### config.mk
export PLATFORM = sky130hd
export DESIGN_NAME = seq_detect_prog_flat
export DESIGN_NICKNAME = d
export VERILOG_FILES = /design/src/rtl/seq_detect_pkg.sv /design/src/rtl/seq_detect_prog_if.sv /design/src/rtl/seq_hist_shreg.sv /design/src/rtl/seq_detect_prog.sv /design/src/flat_wrapper.sv
export SDC_FILE = /design/constraint.sdc
export NUM_CORES = 1
export LEC_CHECK = 0
export CAP_MARGIN = 20
export CORE_ASPECT_RATIO = 1.1
export CORE_UTILIZATION = 45
export DETAILED_ROUTE_END_ITERATION = 6
export GPL_TIMING_DRIVEN = 0
export PLACE_DENSITY = 0.75
export SLEW_MARGIN = 25
export SYNTH_ARGS = -nofsm -noshare
export SYNTH_HDL_FRONTEND = slang
export SYNTH_HIERARCHICAL = 1
export SYNTH_SLANG_ARGS = --single-unit
### constraint.sdc
create_clock -name clk -period 2.61 [get_ports clk]
set_input_delay 0.522 -clock clk [delete_from_list [all_inputs] [get_ports clk]]
set_output_delay 0.522 -clock clk [all_outputs]
set_load 0.03 [all_outputs]
### src/rtl/seq_detect_pkg.sv
// Shared types and reset defaults for the programmable sequence detector.
package seq_detect_pkg;

  typedef enum logic [1:0] {
    FILLING = 2'd0,
    ARMED   = 2'd1,
    HIT     = 2'd2
  } seq_state_t;

  // Reset configuration: behaves as the legacy fixed "001" detector.
  localparam int DEF_PATTERN = 'b001;
  localparam int DEF_LEN     = 3;
  localparam bit DEF_OVERLAP = 1'b1;

  // Width needed to hold a length value in the range 0..max_len.
  function automatic int len_w(input int max_len);
    return $clog2(max_len + 1);
  endfunction

endpackage

### src/rtl/seq_detect_prog_if.sv
// Serial stream, configuration and result signals of seq_detect_prog.
interface seq_detect_prog_if
  import seq_detect_pkg::*;
#(
  parameter int MAX_LEN = 8,
  parameter int CNT_W   = 16
);
  localparam int LEN_W = len_w(MAX_LEN);

  logic               din;
  logic               din_valid;
  logic               cfg_we;
  logic [MAX_LEN-1:0] cfg_pattern;
  logic [LEN_W-1:0]   cfg_len;
  logic               cfg_overlap;
  logic               detect;
  logic [LEN_W-1:0]   hist_fill;
  logic [CNT_W-1:0]   match_cnt;

  modport master (
    output din, din_valid, cfg_we, cfg_pattern, cfg_len, cfg_overlap,
    input  detect, hist_fill, match_cnt
  );

  modport slave (
    input  din, din_valid, cfg_we, cfg_pattern, cfg_len, cfg_overlap,
    output detect, hist_fill, match_cnt
  );

endinterface

### src/rtl/seq_hist_shreg.sv
// History shifter plus saturating fill counter. Next-state values are exported
// so the top can compare against the history as it will look after this sample.
module seq_hist_shreg
  import seq_detect_pkg::*;
#(
  parameter int MAX_LEN = 8,
  parameter int LEN_W   = len_w(MAX_LEN)
) (
  input  logic               clk,
  input  logic               rst_n,
  input  logic               en,
  input  logic               clr,
  input  logic               din,
  input  logic [LEN_W-1:0]   len,
  output logic [MAX_LEN-1:0] hist_nxt,
  output logic [LEN_W-1:0]   fill,
  output logic [LEN_W-1:0]   fill_nxt
);

  logic [MAX_LEN-1:0] hist;

  // Newest bit enters at bit 0; fill never exceeds the active length.
  always_comb begin
    hist_nxt = {hist[MAX_LEN-2:0], din};
    fill_nxt = (fill >= len) ? len : fill + LEN_W'(1);
  end

  // History always shifts on a sample; clr only discards the fill count.
  always_ff @(posedge clk) begin
    if (!rst_n) begin
      hist <= '0;
      fill <= '0;
    end else begin
      if (en) hist <= hist_nxt;
      if (clr)     fill <= '0;
      else if (en) fill <= fill_nxt;
    end
  end

endmodule

### src/rtl/seq_detect_prog.sv
// Programmable serial bit-sequence detector.
// Optional feature: define MATCH_CNT_EN to build the saturating match counter;
// without it match_cnt is tied to zero and no counter flops exist.
//
// state   | meaning
// FILLING | fewer than len valid history bits
// ARMED   | history full, next sample can match
// HIT     | detect cycle (detect is decoded from this state)
module seq_detect_prog
  import seq_detect_pkg::*;
#(
  parameter int MAX_LEN = 8,
  parameter int CNT_W   = 16
) (
  input  logic                 clk,
  input  logic                 rst_n,
  seq_detect_prog_if.slave     bus
);

  localparam int LEN_W = len_w(MAX_LEN);

  logic [MAX_LEN-1:0] pattern_q;
  logic [LEN_W-1:0]   len_q;
  logic               overlap_q;
  logic [LEN_W-1:0]   len_clamp;
  logic [MAX_LEN-1:0] mask;
  logic [MAX_LEN-1:0] hist_nxt;
  logic [LEN_W-1:0]   fill;
  logic [LEN_W-1:0]   fill_nxt;
  logic [LEN_W-1:0]   fill_after;
  logic               sample;
  logic               match;
  logic               clr;
  seq_state_t         state_q;
  seq_state_t         state_n;

  // Clamp requested length into 1..MAX_LEN before storing.
  always_comb begin
    len_clamp = bus.cfg_len;
    if (bus.cfg_len == '0)                      len_clamp = LEN_W'(1);
    else if (bus.cfg_len > LEN_W'(MAX_LEN))     len_clamp = LEN_W'(MAX_LEN);
  end

  // Configuration registers, defaulting to the legacy "001" detector.
  always_ff @(posedge clk) begin
    if (!rst_n) begin
      pattern_q <= MAX_LEN'(DEF_PATTERN);
      len_q     <= LEN_W'(DEF_LEN);
      overlap_q <= DEF_OVERLAP;
    end else if (bus.cfg_we) begin
      pattern_q <= bus.cfg_pattern;
      len_q     <= len_clamp;
      overlap_q <= bus.cfg_overlap;
    end
  end

  // A config write swallows any sample presented in the same cycle.
  assign sample = bus.din_valid & ~bus.cfg_we;

  seq_hist_shreg #(
    .MAX_LEN (MAX_LEN),
    .LEN_W   (LEN_W)
  ) u_hist (
    .clk      (clk),
    .rst_n    (rst_n),
    .en       (sample),
    .clr      (clr),
    .din      (bus.din),
    .len      (len_q),
    .hist_nxt (hist_nxt),
    .fill     (fill),
    .fill_nxt (fill_nxt)
  );

  // Compare only the low len bits of the post-shift history.
  always_comb begin
    mask = '0;
    for (int i = 0; i < MAX_LEN; i++) mask[i] = (LEN_W'(i) < len_q);
    match = sample && (fill_nxt == len_q) && (((hist_nxt ^ pattern_q) & mask) == '0);
    clr   = bus.cfg_we | (match & ~overlap_q);
  end

  // Next state follows the fill count the shifter will hold after this edge.
  always_comb begin
    state_n    = state_q;
    fill_after = fill;
    if (clr)         fill_after = '0;
    else if (sample) fill_after = fill_nxt;
    if (bus.cfg_we)                state_n = FILLING;
    else if (match)                state_n = HIT;
    else if (fill_after == len_q)  state_n = ARMED;
    else                           state_n = FILLING;
  end

  // State register; reset discards any match in progress.
  always_ff @(posedge clk) begin
    if (!rst_n) state_q <= FILLING;
    else        state_q <= state_n;
  end

  assign bus.detect    = (state_q == HIT);
  assign bus.hist_fill = fill;

`ifdef MATCH_CNT_EN
  logic [CNT_W-1:0] cnt_q;

  // Counts alongside the detect flop so match_cnt already includes a visible pulse.
  always_ff @(posedge clk) begin
    if (!rst_n)                       cnt_q <= '0;
    else if (bus.cfg_we)              cnt_q <= '0;
    else if (match && (cnt_q != '1))  cnt_q <= cnt_q + CNT_W'(1);
  end

  assign bus.match_cnt = cnt_q;
`else
  assign bus.match_cnt = {CNT_W{1'b0}};
`endif

endmodule
### src/flat_wrapper.sv
// flat-port wrapper written by rule: the top's interface ports become plain ports
module seq_detect_prog_flat import seq_detect_pkg::*;
#(
  parameter int MAX_LEN = 8,
  parameter int CNT_W   = 16
)
  (clk, rst_n, bus_din, bus_din_valid, bus_cfg_we, bus_cfg_pattern, bus_cfg_len, bus_cfg_overlap, bus_detect, bus_hist_fill, bus_match_cnt);
  seq_detect_prog_if #(.MAX_LEN(MAX_LEN), .CNT_W(CNT_W)) bus_i ();
  input  logic clk;
  input  logic rst_n;
  input wire logic [$bits(bus_i.din)-1:0] bus_din;
  input wire logic [$bits(bus_i.din_valid)-1:0] bus_din_valid;
  input wire logic [$bits(bus_i.cfg_we)-1:0] bus_cfg_we;
  input wire logic [$bits(bus_i.cfg_pattern)-1:0] bus_cfg_pattern;
  input wire logic [$bits(bus_i.cfg_len)-1:0] bus_cfg_len;
  input wire logic [$bits(bus_i.cfg_overlap)-1:0] bus_cfg_overlap;
  output wire logic [$bits(bus_i.detect)-1:0] bus_detect;
  output wire logic [$bits(bus_i.hist_fill)-1:0] bus_hist_fill;
  output wire logic [$bits(bus_i.match_cnt)-1:0] bus_match_cnt;
  assign bus_i.din = bus_din;
  assign bus_i.din_valid = bus_din_valid;
  assign bus_i.cfg_we = bus_cfg_we;
  assign bus_i.cfg_pattern = bus_cfg_pattern;
  assign bus_i.cfg_len = bus_cfg_len;
  assign bus_i.cfg_overlap = bus_cfg_overlap;
  assign bus_detect = bus_i.detect;
  assign bus_hist_fill = bus_i.hist_fill;
  assign bus_match_cnt = bus_i.match_cnt;
  seq_detect_prog #(.MAX_LEN(MAX_LEN), .CNT_W(CNT_W)) u_core (.clk(clk), .rst_n(rst_n), .bus(bus_i));
endmodule
== Word-level counts from Yosys, hierarchy flattened ==
Index checks and enable logic that the tools add are counted.

* Flip-flop bits (word level): 26
* Bits in latches: 0
* Bits in writable memories: 0
* Bits in read-only memories: 0
* Bits of input ports: 18
* Output and inout bits: 21
* Logic and storage cells: 42
* Memories kept: 0

* Add/subtract/negate cells: 1
* $mul: 0
* Div/mod/pow operators: 0
* Magnitude comparators: 10
* Equal/unequal tests: 3
* Shift operators: 0
* Multiplexer cells: 7
* Bitwise logic cells: 8
* Reduce and logical (&&, ||, !) cells: 6

{| class="wikitable"
|+ Operators with widths
! kind !! count
|-
| 4-bit 2-to-1 mux || 5
|-
| 3-bit by 4-bit less-than comparator with 1-bit output (first input constant) || 4
|-
| 8-bit AND || 1
|-
| 4-bit == test || 2
|-
| 8-bit zero test || 1
|-
| 1-bit by 4-bit less-than comparator with 1-bit output (first input constant) || 2
|-
| 2-bit by 4-bit less-than comparator with 1-bit output (first input constant) || 2
|-
| 8-bit bitwise XOR || 1
|-
| 4-bit by 1-bit adder with 4-bit output (second input constant) || 1
|-
| 4-bit greater-or-equal comparator || 1
|-
| 4-bit > comparator (second input constant) || 1
|-
| 4-bit zero test || 1
|-
| 1-bit NOT || 3
|-
| 3-bit OR reduction || 1
|-
| 1-bit AND || 2
|-
| 2-bit == test (second input constant) || 1
|-
| 1-bit logical AND || 2
|-
| 2-bit 2-to-1 mux || 1
|-
| 2-bit OR reduction || 1
|-
| 1-bit 2-to-1 mux || 1
|-
| 1-bit bitwise OR || 1
|}

== Depth between registers and ports, before layout ==
Gate-level depths: netlist of run 1.

* Word-level depth: 11
* Depth in mapped cells: 13
* Gate-level depth less buffers: 13

== Cells and area by module ==
Netlist of run 1, hierarchy kept.

{| class="wikitable"
|+ By module, submodules not included
! module !! instances !! cells each !! area each (um^2) !! sequential area each (um^2)
|-
| seq_detect_prog || 1 || 120 || 1034.7 || 300.3
|-
| seq_hist_shreg || 1 || 59 || 595.6 || 220.2
|}

== Least setup slack after synthesis of run 1 ==
No wires, ideal clock.

* Kind: register -> register
* Start point: reg u_core.u_hist.fill[0]
* End point: reg u_core.u_hist.fill[2]
* Setup time: 115 ps
* Arrival: 2571 ps
* Required time: 2495 ps
* Slack: -76 ps
* Stages on the path, launching flop included: 13
* Path buffers: 0
* Period minus slack after synthesis: 2686 ps
* Path through: dfxtp_1 -> inv_1 -> ha_1 -> nor3b_2 -> o21ai_2 -> mux2i_1 -> xor2_1 -> nor4_1 -> o2111ai_1 -> o21bai_1 -> nor2b_1 -> o21ai_0 -> o21ba_2

* Word-level cells in the longest chain between the ends: 8
* Elaborated cells between the ends (all ways): 10
* Classes of those cells: add/sub (1); order compare (1); eq/ne (1); mux (3); bitwise (2); reduce/logical (2)

{| class="wikitable"
|+ RTL lines
! element !! RTL line !! RTL
|-
| start: declaration || seq_hist_shreg.sv:16 || <nowiki>output logic [LEN_W-1:0] fill,</nowiki>
|-
| start signal: assignment || seq_hist_shreg.sv:36 || <nowiki>else if (en) fill <= fill_nxt;</nowiki>
|-
| 4-bit by 1-bit adder with 4-bit output or 4-bit greater-or-equal comparator (tied branches) || seq_hist_shreg.sv:25 || <nowiki>fill_nxt = (fill >= len) ? len : fill + LEN_W'(1);</nowiki>
|-
| 4-bit 2-to-1 mux (*) || seq_hist_shreg.sv:25 ||
|-
| net u_core.fill_nxt[2] || seq_detect_prog.sv:29 || <nowiki>logic [LEN_W-1:0] fill_nxt;</nowiki>
|-
| 4-bit == test (*) || seq_detect_prog.sv:79 || <nowiki>match = sample && (fill_nxt == len_q) && (((hist_nxt ^ pattern_q) & mask) == '0);</nowiki>
|-
| 1-bit logical AND (*) (2 in a row) || seq_detect_prog.sv:79 ||
|-
| 1-bit AND (*) || seq_detect_prog.sv:80 || <nowiki>clr = bus.cfg_we | (match & ~overlap_q);</nowiki>
|-
| 1-bit bitwise OR (*) || seq_detect_prog.sv:80 ||
|-
| net u_core.clr || seq_detect_prog.sv:33 || <nowiki>logic clr;</nowiki>
|-
| 4-bit 2-to-1 mux (*) || - ||
|}

Mark *: on every way through the listed nets, which the timed path passes. The rest lies on a longest branch.
A chain may end at the register's enable or synchronous reset.

== Worst setup path in the final report of run 1 ==
* Start point: reg u_core.len_q[2]
* End point: reg u_core.u_hist.fill[3]

* Word-level cells in the longest chain between the ends: 8
* Elaborated cells between the ends (all ways): 19
* Classes of those cells: order compare (9); eq/ne (1); mux (3); bitwise (3); reduce/logical (3)

{| class="wikitable"
|+ RTL lines
! element !! RTL line !! RTL
|-
| start: declaration || seq_detect_prog.sv:23 || <nowiki>logic [LEN_W-1:0] len_q;</nowiki>
|-
| start signal: assignment || seq_detect_prog.sv:48 || <nowiki>len_q <= LEN_W'(DEF_LEN);</nowiki>
|-
| start signal: assignment || seq_detect_prog.sv:52 || <nowiki>len_q <= len_clamp;</nowiki>
|-
| 4-bit greater-or-equal comparator || seq_hist_shreg.sv:25 ||
|-
| 4-bit 2-to-1 mux || seq_hist_shreg.sv:25 ||
|-
| net u_core.fill_nxt[1] || seq_detect_prog.sv:29 ||
|-
| 4-bit == test || seq_detect_prog.sv:79 ||
|-
| 1-bit logical AND (2 in a row) || seq_detect_prog.sv:79 ||
|-
| 1-bit AND || seq_detect_prog.sv:80 ||
|-
| 1-bit bitwise OR || seq_detect_prog.sv:80 ||
|-
| net u_core.clr || seq_detect_prog.sv:33 ||
|-
| 4-bit 2-to-1 mux || - ||
|}

The timed path passes the listed nets, and every way through them passes these cells.

==> qor.csv, run 1 <==
stage,metric,value,unit
sta,final hold vios,0,
synthesis,sequential cell area fraction in the yosys report,31.93,%
global_routing,gr usage total,18.00,%
status,failing checks,negative setup slack,
power_and_ir_drop,clock power share,23.3,%
synthesis,Main synth FF type,dfxtp_1,
layout,ANT cells,0,
power_and_ir_drop,combinational fraction of design power,29.9,%
critical_path,Setup crit start kind,register,
power_and_ir_drop,Switching Share,30.60,%
sta,skew final,0.01616,ns
sta,period utilization,105.7,%
sta,maximum clock frequency,362.3,MHz
critical_path,Worst Path Required,2.85,ns
synthesis,Cells after Synth,179,
synthesis,Mapped Area,1630,um^2
critical_path,WP data arrival,3.00,ns
synthesis,most instantiated library cell after synthesis,dfxtp_1,
sta,"Min Clock Period, post-route",2.760,ns
global_routing,first-pass GRT wire length,5.326,mm
drt,drt initial violations,46,
sta,Finish-stage setup viols,5,
global_routing,"Remaining Overflow, GRT",0,
power_and_ir_drop,Pleak,0.9414,nW
placement,GP Congestion,0.8304,
die,I/O pins,39,
synthesis,Seq cells post-synth,26,
critical_path,"slowest stage delay, CP",0.36,ns
synthesis,Synth cell types,40,
sta,Slew Limit Fails,0,
critical_path,Setup CP Type,reg2reg,
drt,Wirelength per Cell,12.65,um
global_routing,initial antenna violation count,0,
synthesis,Yosys top cell area share,31.93,%
die,Initial Util,48.15,%
clock_network,clock sink total,26,
die,Die X,59.39,um
critical_path,"Slowest-stage cell, CP",dfxtp_2,
global_routing,vias in the first global route,1181,
power_and_ir_drop,Flop pwr share,46.7,%
critical_path,"Cell Chain, Critical Path","inv_2, ha_4, o211ai_1, o21ai_2, mux2_4, xor2_1, nor4_1, o2111ai_1, o21bai_1, nor2b_2, o21ai_1, o21ba_2",
clock_network,Clock Path Buffers,2,
clock_network,TritonCTS clock tree,done,
drt,drt total wl,3.554,mm
drt,vias post-DR,1338,
die,total core area,3386,um^2
placement,Post-DP HPWL,2.255,mm
power_and_ir_drop,Pint,637.2,uW
sta,worst hold slack,0.5101,ns
clock_network,H-tree Lvls,1,
clock_network,clock buffer count from CTS,3,
sta,RSZ-0062 raised after global routing,true,
die,die area,3868,um^2
power_and_ir_drop,PwrDens,416.2,nW/um^2
drt,drt pass-1 iters,5,
clock_network,Worst-Skew Late Latency,0.34,ns
synthesis,Synth async-reset ratio,0,%
layout,Synth-to-Final Area Change,35.30,%
placement,count of buffers from port buffering,21,
critical_path,CP endpoint kind,register,
synthesis,Post-synth EDFFs,0,
power_and_ir_drop,final total power,918.1,uW
drt,# DRC,0,
synthesis,Yosys warning count,6,
sta,actual slew at the worst max-slew pin,0.5071,ns
global_routing,largest net degree at the start of global routing,15,
clock_network,Root Driver,clkbuf_4,
synthesis,dominant cell type by area after synthesis,dfxtp_1,
die,Die Y-Extent,65.13,um
status,status,finished with violations,
clock_network,clk slew on worst S/H paths,0.16,ns
synthesis,"top cells by area, synth","dfxtp_1 32%, mux2i_1 13%, nor2b_1 8.1%",
synthesis,top post-synthesis cells by count,"26 x dfxtp_1, 21 x mux2i_1, 21 x nor2b_1, 17 x buf_4, 10 x xnor2_1",
run,Max Cap Viol,0,
sta,worst setup slack after layout,-0.1500,ns
layout,# nets final,257,
clock_network,"Hold-fix buffers, CTS",0,
power_and_ir_drop,NetSw,280.9,uW
power_and_ir_drop,IR Drop Worst-Case VDD,348.5,uV
layout,layout cell share with drive strength beyond 1,27.90,%
drt,ANT nets after route,0,
hold_path,Tightest Hold Check Type,reg2reg,
synthesis,post-synthesis area per instance,9.108,um^2
die,num rows,22,
sta,Slew HR,66.19,%
critical_path,CP max FO,5,
drt,DR vias/cell,4.762,
==> worst max-delay path, delay by kind of cell, from the launching register on <==
family	cells	cell delay [ns]
AO/OA/AOI/OAI	6	1.06
AND/OR/NAND/NOR	2	0.42
flip-flops	1	0.36
multiplexers	1	0.35
adder cells (fa/ha/maj)	1	0.25
XOR/XNOR	1	0.14
buffers and inverters	1	0.06
==> timing repair <==
item,CTS,global route
pin swaps,6,9
buffers inserted,7,8
hold endpoints to repair,0,0
setup endpoints to repair,4,6
gates cloned,0,0
gates resized for setup,13,16
==> path summary, 6_finish.rpt <==
path	start	end	slack (ns)	cells after the start
min	u_core/overlap_q	u_core/overlap_q	0.51	2
max	u_core/len_q[2]	u_core/u_hist/fill[3]	-0.15	12
max reg2reg	u_core/len_q[2]	u_core/u_hist/fill[3]	-0.15	12
min reg2reg	u_core/overlap_q	u_core/overlap_q	0.51	2
==> kinds of logic after synthesis <==
family	after synthesis	synth area share, %
AO/OA/AOI/OAI	24	10.06
XOR/XNOR	16	8.595
buffers and inverters	32	11.90
AND/OR/NAND/NOR	52	18.27
flip-flops	26	31.93
multiplexers	23	15.20
adder cells (fa/ha/maj)	5	3.837
other	1	0.2300
==> state kept, by name (all words and copies together), names as in the netlist <==
signal	flops
u_core/overlap_q	1
u_core/pattern_q	8
u_core/u_hist/hist	7
u_core/len_q	4
u_core/state_q	2
u_core/u_hist/fill	4
==> per-stage QoR <==
stage,setup TNS [ns],setup WS (ns),utilization [%],instance area (um^2),instances
after floorplan,0,0.04733,-,1688,194
after global placement,-0.6302,-0.1802,57.83,1958,263
after detailed placement,-0.6626,-0.1912,57.83,1958,263
after CTS,-0.07771,-0.03196,61.35,2077,274
after global routing,-0.9522,-0.2558,65.15,2206,281
final,-0.5023,-0.1500,65.15,2206,281
==> layout make-up <==
cell class	count	area, um^2
Multi-Input combinational cell	136	1052
Fill cell	293	1180
Buffer	24	163.9
Clock buffer	4	36.28
Timing Repair Buffer	35	322.8
Tap cell	48	60.06
Sequential cell	26	540.5
Inverter	8	30.03
==> layout by cell type (no fill, tap or decap), types with 4 or more instances in the layout <==
master,netlist,final
nor2b_1,21,20
o21ai_0,7,5
ha_4,0,4
clkbuf_1,4,4
clkdlybuf4s50_1,0,21
dfxtp_2,0,4
nand2b_1,4,4
buf_4,17,29
inv_2,0,4
conb_1,1,16
dfxtp_4,0,4
dfxtp_1,26,18
inv_1,8,4
nor2_1,7,7
xor2_1,6,6
nand2_1,8,8
xnor2_1,10,10
a21oi_1,4,4
mux2i_1,21,19
==> per-layer routing <==
layer,GRT usage [%],vias to the layer above,share of wire (%)
li1,-,685,-
met1,23.68,595,44
met2,29.92,46,50
met3,1.772,12,4.6
met4,6.845,0,2.1
met5,0,-,0
==> power by group through the flow <==
| stage | combinational, mW | clock, mW | sequential, mW |
|---|---|---|---|
| floorplan | 0.171 | 0 | 0.437 |
| global placement | 0.226 | 0 | 0.438 |
| detailed placement | 0.228 | 0 | 0.438 |
| CTS | 0.244 | 0.217 | 0.430 |
| global route | 0.298 | 0.235 | 0.432 |
| finish | 0.275 | 0.214 | 0.429 |
Note: power is estimated with default switching activity, not from simulation.
==> run 2: changes to the inputs <==
- CORE_MARGIN: unset -> 3
==> qor.csv, run 2 (same netlist as run 1, synthesis figures left out) <==
stage,metric,value,unit,change
status,status,finished with violations,,
status,failing checks,negative setup slack,,
power_and_ir_drop,Pleak,0.9568,nW,+1.6%
sta,period utilization,101.5,%,-4.2 points
placement,count of buffers from port buffering,21,,unchanged
drt,ANT nets after route,0,,unchanged
power_and_ir_drop,IR Drop Worst-Case VDD,411.5,uV,+18%
die,Die X,63.39,um,+6.7%
layout,Synth-to-Final Area Change,39.14,%,
die,die area,4382,um^2,+13%
layout,# nets final,257,,unchanged
layout,"most common cell after layout, fill and taps aside",buf_4,,
die,Die Y-Extent,69.13,um,+6.1%
placement,Place WS,-0.2382,ns,-0.04697 ns
clock_network,clk slew on worst S/H paths,0.14,ns,-0.02 ns
clock_network,clock buffer count from CTS,3,,unchanged
global_routing,gr usage total,16.54,%,-1.5 points
layout,Top reg by flops,u_core/pattern_q,,
sta,RSZ-0062 raised after global routing,true,,
global_routing,initial antenna violation count,0,,unchanged
sta,"Min Clock Period, post-route",2.650,ns,-0.1101 ns
clock_network,"Hold-fix buffers, CTS",0,,unchanged
drt,DR vias/cell,4.744,,-0.37%
critical_path,CP endpoint kind,register,,
sta,actual slew at the worst max-slew pin,0.4876,ns,-0.01954 ns
drt,# DRC,0,,unchanged
clock_network,H-tree Lvls,1,,unchanged
sta,Slew HR,67.07,%,+0.88 points
run,Max Cap Viol,0,,unchanged
die,total core area,3413,um^2,+0.81%
sta,maximum clock frequency,377.4,MHz,+4.2%
sta,Slew Limit Fails,0,,unchanged
layout,filler-free cell count of the finished design,281,,unchanged
sta,worst setup slack after layout,-0.03996,ns,+0.1101 ns
sta,worst hold slack,0.5204,ns,+0.01034 ns
layout,ANT cells,0,,unchanged
die,Initial Util,47.76,%,-0.39 points
critical_path,Setup CP Type,reg2reg,,
layout,layout cell share with drive strength beyond 1,30.04,%,+2.1 points
drt,drt pass-1 iters,4,,-1
sta,skew final,0.001901,ns,-0.01426 ns
critical_path,"Cell Chain, Critical Path","inv_4, ha_4, o211ai_1, o21ai_4, mux2_4, xor2_2, nor4_2, o2111ai_2, o21bai_1, nor2b_2, o21ai_1, o21ba_2",,
placement,Post-DP HPWL,2.334,mm,+3.5%
sta,setup TNS,-0.04666,ns,+0.4556 ns
global_routing,largest net degree at the start of global routing,16,,+1
layout,max FFs per register,8,,unchanged
global_routing,"Remaining Overflow, GRT",0,,unchanged
clock_network,clock sink total,26,,unchanged
placement,placed insts,263,,unchanged
die,num rows,22,,unchanged
critical_path,CP max FO,5,,unchanged
placement,GP Congestion,0.8471,,+2.0%
clock_network,Clock Path Buffers,2,,unchanged
die,I/O pins,39,,unchanged
critical_path,Setup crit start kind,register,,
layout,highest-count cells in the layout ignoring fill and taps,"31 x buf_4, 21 x clkdlybuf4s50_1, 20 x nor2b_1",,
drt,Wirelength per Cell,13.67,um,+8.0%
critical_path,WP data arrival,2.89,ns,-0.11 ns
drt,drt total wl,3.840,mm,+8.0%
global_routing,first-pass GRT wire length,5.809,mm,+9.1%
global_routing,vias in the first global route,1221,,+3.4%
critical_path,"Slowest-stage cell, CP",dfxtp_2,,
clock_network,Root Driver,clkbuf_4,,
sta,final hold vios,0,,unchanged
critical_path,family with the most delay on the worst path,compound AO/OA/AOI/OAI gates,,
critical_path,Buf/Inv on CP,1,,unchanged
clock_network,Worst-Skew Late Latency,0.33,ns,about the same
hold_path,Tightest Hold Check Type,reg2reg,,
critical_path,Worst Path Required,2.85,ns,about the same
critical_path,"slowest stage delay, CP",0.38,ns,+0.02 ns
power_and_ir_drop,PwrDens,445.8,nW/um^2,+7.1%
drt,vias post-DR,1333,,-0.37%
drt,drt initial violations,89,,+93%
sta,Finish-stage setup viols,2,,-3
layout,Top Registers,"u_core/pattern_q: 8 flops, u_core/u_hist/hist: 7 flops",,
clock_network,TritonCTS clock tree,done,,
run 2: through the flow:
stage,util (%),cell area [um^2],total power [mW]
2_1_floorplan,-,1688,0.6080
3_3_place_gp,57.37,1958,0.6637
3_5_place_dp,57.37,1958,0.6663
4_1_cts,62.65,2138,0.9765
5_1_grt,66.46,2268,1.064
6_report,66.46,2268,1.011
run 2: area by class of cell:
class | count | area (um^2)
fill | 279 | 1145
sequential | 26 | 540.5
buffer | 24 | 163.9
clock inverter | 1 | 30.03
clock buffer | 3 | 22.52
tap | 48 | 60.06
timing repair buffer | 35 | 315.3
multi-input combinational | 136 | 1104
inverter | 8 | 32.53
run 2: final timing paths:
path                    startpoint                    end  slack [ns]  depth (start not counted)
setup / recovery   u_core/len_q[3]  u_core/u_hist/fill[3]       -0.04                         12
hold / removal    u_core/overlap_q       u_core/overlap_q        0.52                          2
setup reg to reg   u_core/len_q[3]  u_core/u_hist/fill[3]       -0.04                         12
hold reg to reg   u_core/overlap_q       u_core/overlap_q        0.52                          2
run 2: power breakdown:
part	internal (mW)	switching [mW]	total [mW]
Sequential	0.412	0.0143	0.426
Clock	0.155	0.126	0.282
Combinational	0.151	0.152	0.304
run 2: metal layers:
metal | wire [um] | GRT usage (%) | share of wire [%] | vias to the layer above
met1 | 1500 | 19.29 | 39 | 610
met5 | 0 | 0 | 0 | -
met4 | 69 | 3.597 | 1.8 | 0
li1 | - | - | - | 676
met3 | 167 | 4.072 | 4.3 | 9
met2 | 2103 | 30.05 | 55 | 38
run 2: worst min-delay path, stage by stage, from the launching register on:
cell,delay [ns]
dfxtp_1,0.37
mux2i_1,0.07
nand2_1,0.06
run 2: repair_timing:
| item | 4_1_cts | 5_1_grt |
|---|---|---|
| setup buffers | 8 | 7 |
| setup endpoints to repair | 4 | 6 |
| gates resized for setup | 21 | 14 |
| pin swaps | 7 | 8 |
